==> config.mk <==
export PLATFORM = sky130hd
export DESIGN_NAME = cpu_controller
export DESIGN_NICKNAME = d
export VERILOG_FILES = /design/src/rtl/cpu_controller.sv
export SDC_FILE = /design/constraint.sdc
export NUM_CORES = 1
export LEC_CHECK = 0
export BUFFER_PORTS_ARGS = -buffer_cell sky130_fd_sc_hd__buf_2
export CAP_MARGIN = 30
export CORE_AREA = 2 2 42 44
export DETAILED_ROUTE_END_ITERATION = 6
export DIE_AREA = 0 0 44 46
export PLACE_DENSITY = 0.8
export SLEW_MARGIN = 20
export SYNTH_ARGS = -nofsm -noshare
export SYNTH_HDL_FRONTEND = slang
export SYNTH_SLANG_ARGS = --single-unit
==> constraint.sdc <==
create_clock -name clk -period 2.3 [get_ports clk]
set_clock_uncertainty 0.1 [all_clocks]
set_input_delay 0.345 -clock clk [delete_from_list [all_inputs] [get_ports clk]]
set_output_delay 0.345 -clock clk [all_outputs]
set_load 0.05 [all_outputs]
==> src/rtl/cpu_controller.sv <==
// cpu_controller
//   Multi-cycle control FSM (FETCH -> DECODE -> EXEC -> MEM -> WB) for the
//   single-issue core. Decodes the instruction register contents and drives
//   the PC / immediate / ALU-src2 / writeback mux selects and the register
//   file, instruction register, PC and data-memory enables.
// Ports
//   clk, rst           : system clock, synchronous active-high reset
//   instr              : instruction register contents (opcode = instr[30:25])
//   imem_ready         : instruction word available (sampled in FETCH only)
//   dmem_ready         : data access completes (sampled in MEM only)
//   alu_zero           : ALU result is zero (branch compare)
//   imem_req, ir_write : fetch request / latch fetched word
//   pc_write, pc_select: PC load enable / next-PC source
//   imm_extend_select, alu_src2_select, write_reg_select, alu_op : datapath selects
//   reg_write, dmem_read, dmem_write : register-file / data-memory enables
//   illegal            : one-cycle pulse on an undecodable opcode
module cpu_controller #(
    parameter int DataSize = 32
) (
    input  logic                clk,
    input  logic                rst,
    input  logic [DataSize-1:0] instr,
    input  logic                imem_ready,
    input  logic                dmem_ready,
    input  logic                alu_zero,
    output logic                imem_req,
    output logic                ir_write,
    output logic                pc_write,
    output logic [1:0]          pc_select,
    output logic [1:0]          imm_extend_select,
    output logic [2:0]          alu_src2_select,
    output logic [1:0]          write_reg_select,
    output logic [4:0]          alu_op,
    output logic                reg_write,
    output logic                dmem_read,
    output logic                dmem_write,
    output logic                illegal
);

    typedef enum logic [2:0] {
        FETCH  = 3'd0,
        DECODE = 3'd1,
        EXEC   = 3'd2,
        MEM    = 3'd3,
        WB     = 3'd4
    } state_t;

    typedef enum logic [3:0] {
        C_ALU, C_ADDI, C_ORI, C_MOVI, C_LWI, C_SWI, C_BR, C_J, C_ILL
    } op_class_t;

    state_t    state;
    op_class_t op_class;
    logic [5:0] opcode;
    logic [1:0] dec_ext;
    logic [2:0] dec_src2;
    logic [1:0] dec_wb;
    logic [4:0] dec_alu;
    logic       branch_taken;
    logic       unused_instr_bits;

    assign opcode            = instr[30:25];
    assign unused_instr_bits = ^{instr[DataSize-1:31], instr[24:15], instr[13:10], instr[7:5]};
    // instr[14] selects BNE over BEQ
    assign branch_taken      = alu_zero ^ instr[14];

    // The instruction register only changes in FETCH, so decoding straight
    // from it keeps the selects stable from DECODE to the end of the instruction.
    always_comb begin
        op_class = C_ILL;
        dec_ext  = 2'b00;
        dec_src2 = 3'b000;
        dec_wb   = 2'b00;
        dec_alu  = 5'd0;
        unique case (opcode)
            6'b100000: begin
                op_class = C_ALU;
                dec_alu  = instr[4:0];
                // shift-by-amount form: sub-op 0 with a nonzero shift field
                if (instr[4:0] == 5'b00000 && instr[9:8] != 2'b00)
                    dec_src2 = 3'b011;
            end
            6'b101000: begin op_class = C_ADDI; dec_ext = 2'b01; dec_src2 = 3'b001; end
            6'b101100: begin op_class = C_ORI;  dec_ext = 2'b10; dec_src2 = 3'b001; dec_alu = 5'd3; end
            6'b100010: begin op_class = C_MOVI; dec_ext = 2'b11; dec_src2 = 3'b001; dec_wb = 2'b01; end
            6'b000010: begin op_class = C_LWI;  dec_src2 = 3'b010; dec_wb = 2'b10; end
            6'b001010: begin op_class = C_SWI;  dec_src2 = 3'b010; end
            6'b100110: begin op_class = C_BR;   dec_src2 = 3'b100; dec_alu = 5'd1; end
            6'b100100: op_class = C_J;
            default:   op_class = C_ILL;
        endcase
    end

    always_ff @(posedge clk) begin
        if (rst) begin
            state <= FETCH;
        end else begin
            unique case (state)
                FETCH:  if (imem_ready) state <= DECODE;
                DECODE: state <= (op_class == C_J || op_class == C_ILL) ? FETCH : EXEC;
                EXEC: begin
                    if (op_class == C_LWI || op_class == C_SWI) state <= MEM;
                    else if (op_class == C_BR)                  state <= FETCH;
                    else                                        state <= WB;
                end
                MEM:    if (dmem_ready) state <= (op_class == C_LWI) ? WB : FETCH;
                WB:     state <= FETCH;
                default: state <= FETCH;
            endcase
        end
    end

    // Outputs are forced low while rst is high so the abort cycle issues no
    // register or memory write regardless of the state being left.
    always_comb begin
        imem_req          = 1'b0;
        ir_write          = 1'b0;
        pc_write          = 1'b0;
        pc_select         = 2'b00;
        imm_extend_select = 2'b00;
        alu_src2_select   = 3'b000;
        write_reg_select  = 2'b00;
        alu_op            = 5'd0;
        reg_write         = 1'b0;
        dmem_read         = 1'b0;
        dmem_write        = 1'b0;
        illegal           = 1'b0;
        if (!rst) begin
            if (state != FETCH) begin
                imm_extend_select = dec_ext;
                alu_src2_select   = dec_src2;
                write_reg_select  = dec_wb;
                alu_op            = dec_alu;
            end
            unique case (state)
                FETCH: begin
                    imem_req = 1'b1;
                    ir_write = imem_ready;
                end
                DECODE: begin
                    if (op_class == C_J) begin
                        pc_write  = 1'b1;
                        pc_select = 2'b10;
                    end else if (op_class == C_ILL) begin
                        pc_write = 1'b1;
                        illegal  = 1'b1;
                    end
                end
                EXEC: begin
                    if (op_class == C_BR) begin
                        pc_write  = 1'b1;
                        pc_select = branch_taken ? 2'b01 : 2'b00;
                    end
                end
                MEM: begin
                    dmem_read  = (op_class == C_LWI);
                    dmem_write = (op_class == C_SWI);
                    pc_write   = (op_class == C_SWI) && dmem_ready;
                end
                WB: begin
                    reg_write = 1'b1;
                    pc_write  = 1'b1;
                end
                default: ;
            endcase
        end
    end

endmodule

==> results_dict.tcl <==
set metrics [dict create \
    vias_per_cell 5.56 \
    finalCoreUtilization_pct 53.1 \
    required_ns 1.86 \
    critPathKind "reg -> out" \
    die_w_um 44 \
    postRouteWirelength_um 1800 \
    finalHoldViolCount 0 \
    top_register "state" \
    start_util_pct 34.3 \
    antenna_found_initial 0 \
    synth_most_common_cell "nand2_1" \
    postRouteAntennaNets 0 \
    synth.ff_latch_count 3 \
    flow.area_growth_from_synthesis_pct 54.6 \
    numCtsBuffers 3 \
    r2r-start "state[1]" \
    coreArea_um2 1610 \
    largest_register_ffs 3 \
    syn_area_um2 554 \
    die_h_um 46 \
    synth_ff_type "dfxtp_1" \
    hold_depth 2 \
    synth_area_leader_cell "dfxtp_1" \
    drv_cap 0 \
    ios 58 \
    relSlewSlack_pct 77.3 \
    grt_pass1_wl_um 2750 \
    clockBufferDepth 2 \
    grt_pass1_vias 695 \
    drc 0 \
    cts_tree "done" \
    synthTopCellsByCount "11 x nand2_1, 10 x a21oi_1, 10 x nor2_1, 6 x inv_1, 6 x nor3_1" \
    min-delay-start "rst" \
    holdPathEnd "state[1]" \
    fillCellCount 163 \
    crit_fanout 10 \
    synth_edf_count 0 \
    synth-seq-area-share_pct 10.8 \
    tightest_slew_ns 0.339 \
    power_density_nw_per_um2 338 \
    hpwl_um 1450 \
    rsz0062_at_grt "no" \
    rrSetupSlack_ns 0.85 \
    cts-root-buf "clkbuf_4" \
    r2r_cells 4 \
    drive_gt1_share_pct 48.9 \
    ir_worst_vdd_mv 0.225 \
    ys_types 30 \
    end_kind "output port" \
    yosysWarningCount 0 \
    io_buffers 39 \
    fmaxAchievable_mhz 462 \
    first_pass_iters 4 \
    top_regs "state (3)" \
    critical_path_arrival_ns 1.72 \
    status "completed" \
    routedWlPerCell_um 12.2 \
    p_total_mw 0.290 \
    first_iter_violations 10 \
    ys_async_sr_fraction_pct 0 \
    overflow 0 \
    synthCells 90 \
    cp-start-kind "flop" \
    setup_viol 0 \
    synth.avg_cell_area_um2 6.16 \
    post_cts_buffers 0 \
    vias 823 \
    finalCritPeriodShare_pct 94.1 \
    netlist.area_leader.share_pct 10.8 \
    p_leak_nw 0.414 \
    period_needed_ns 2.16 \
    r2r_end "state[1]" \
    cts_sinks 3 \
    worstHoldPathType "in -> reg" \
    hold_buffers 0 \
    finalNetCount 169 \
    rows 15 \
    path_clk_slew_ns 0.04 \
    diodes 0 \
    gp_congestion 0.923 \
    synth.top_cells.by_area "dfxtp_1 11%, a21oi_1 9.0%, nand2_1 7.4%" \
    grt_max_degree 15 \
    maxSlewViolCount 0 \
    track_usage_pct 18.3 \
    die_area_um2 2020 \
    htree_levels 1 \
    worstSkewPairLatency_ns 0.23 \
    synth_fp_nets 127 \
]
[cells by family after synthesis]
kind of cell,count (synthesis),share of synthesized area (%)
XOR/XNOR,3,4.74
AND/OR/NAND/NOR,50,49.0
buffers and inverters,12,9.25
flip-flops,3,10.8
AO/OA/AOI/OAI,22,26.2
[layout by cell type, fill, tap and decap left out, drive strengths merged, types with 2 or more instances in the layout]
master	Yosys	layout
buf	4	43
nand2	12	12
nor2	10	10
a21oi	10	10
nor3	7	7
inv	6	6
nand3	5	5
nor4	4	4
and3	4	4
clkbuf	2	4
nand4	3	3
xnor2	3	3
dfxtp	3	3
nand2b	2	2
o21ai	2	2
a21o	2	2
a211oi	2	2
[metrics by stage]
step                std cells  worst slack, ns  area (um^2)  hold WS, ns  setup TNS, ns
floorplan                  90           -0.146          607        0.314         -0.283
global placement          144            0.108          825        0.440              0
detailed placement        144            0.133          825        0.465              0
CTS                       148           0.0488          852        0.282              0
global route              148         0.000592          857        0.280              0
finish                    148            0.137          857        0.283              0
[metal layers]
| metal | vias to the layer above | track usage, % | share of wire (%) |
|---|---|---|---|
| met3 | 4 | 3.57 | 7.6 |
| met1 | 368 | 20.4 | 41 |
| met5 | - | 0 | 0 |
| li1 | 415 | - | - |
| met4 | 0 | 11.5 | 2.0 |
| met2 | 36 | 31.8 | 49 |
[repair_timing]
item / in CTS / in global routing
setup endpoints to repair: 1 / 6
gates resized for setup: 1 / 2
endpoints found under the hold margin: 0 / 0
[report_power, final]
group          switching [mW]  total, mW  internal, mW
clock                  0.0270     0.0920        0.0650
sequential            0.00918     0.0660        0.0568
combinational          0.0862      0.132        0.0454
total                   0.122      0.290         0.167
[worst max-delay path, cell delays in order, from the launching register on]
cell,delay (ns)
dfxtp_2,0.42
nor3_1,0.11
nor2_1,0.19
nand3_1,0.25
a221oi_2,0.22
buf_2,0.29
[area by class of cell]
type,count,area (um^2),share of cell area (%)
Inverter,6,22.5,2.63
Timing Repair Buffer,43,225,26.3
Multi-Input combinational cell,75,499,58.2
Clock buffer,4,26.3,3.07
Tap cell,17,21.3,2.48
Sequential cell,3,62.6,7.30
[how the worst max path moves through the flow]
stage	start	endpoint	slack (ns)	depth (start not counted)
final	state[0]	alu_op[0]	0.14	5
after CTS	state[1]	alu_op[0]	0.05	5
after floorplan	state[0]	ir_write	-0.15	3
after detailed placement	instr[28]	pc_write	0.13	7
after global routing	state[2]	alu_op[0]	0.0006	5
after global placement	instr[28]	pc_write	0.11	7
(Power assumes the default switching activity.)
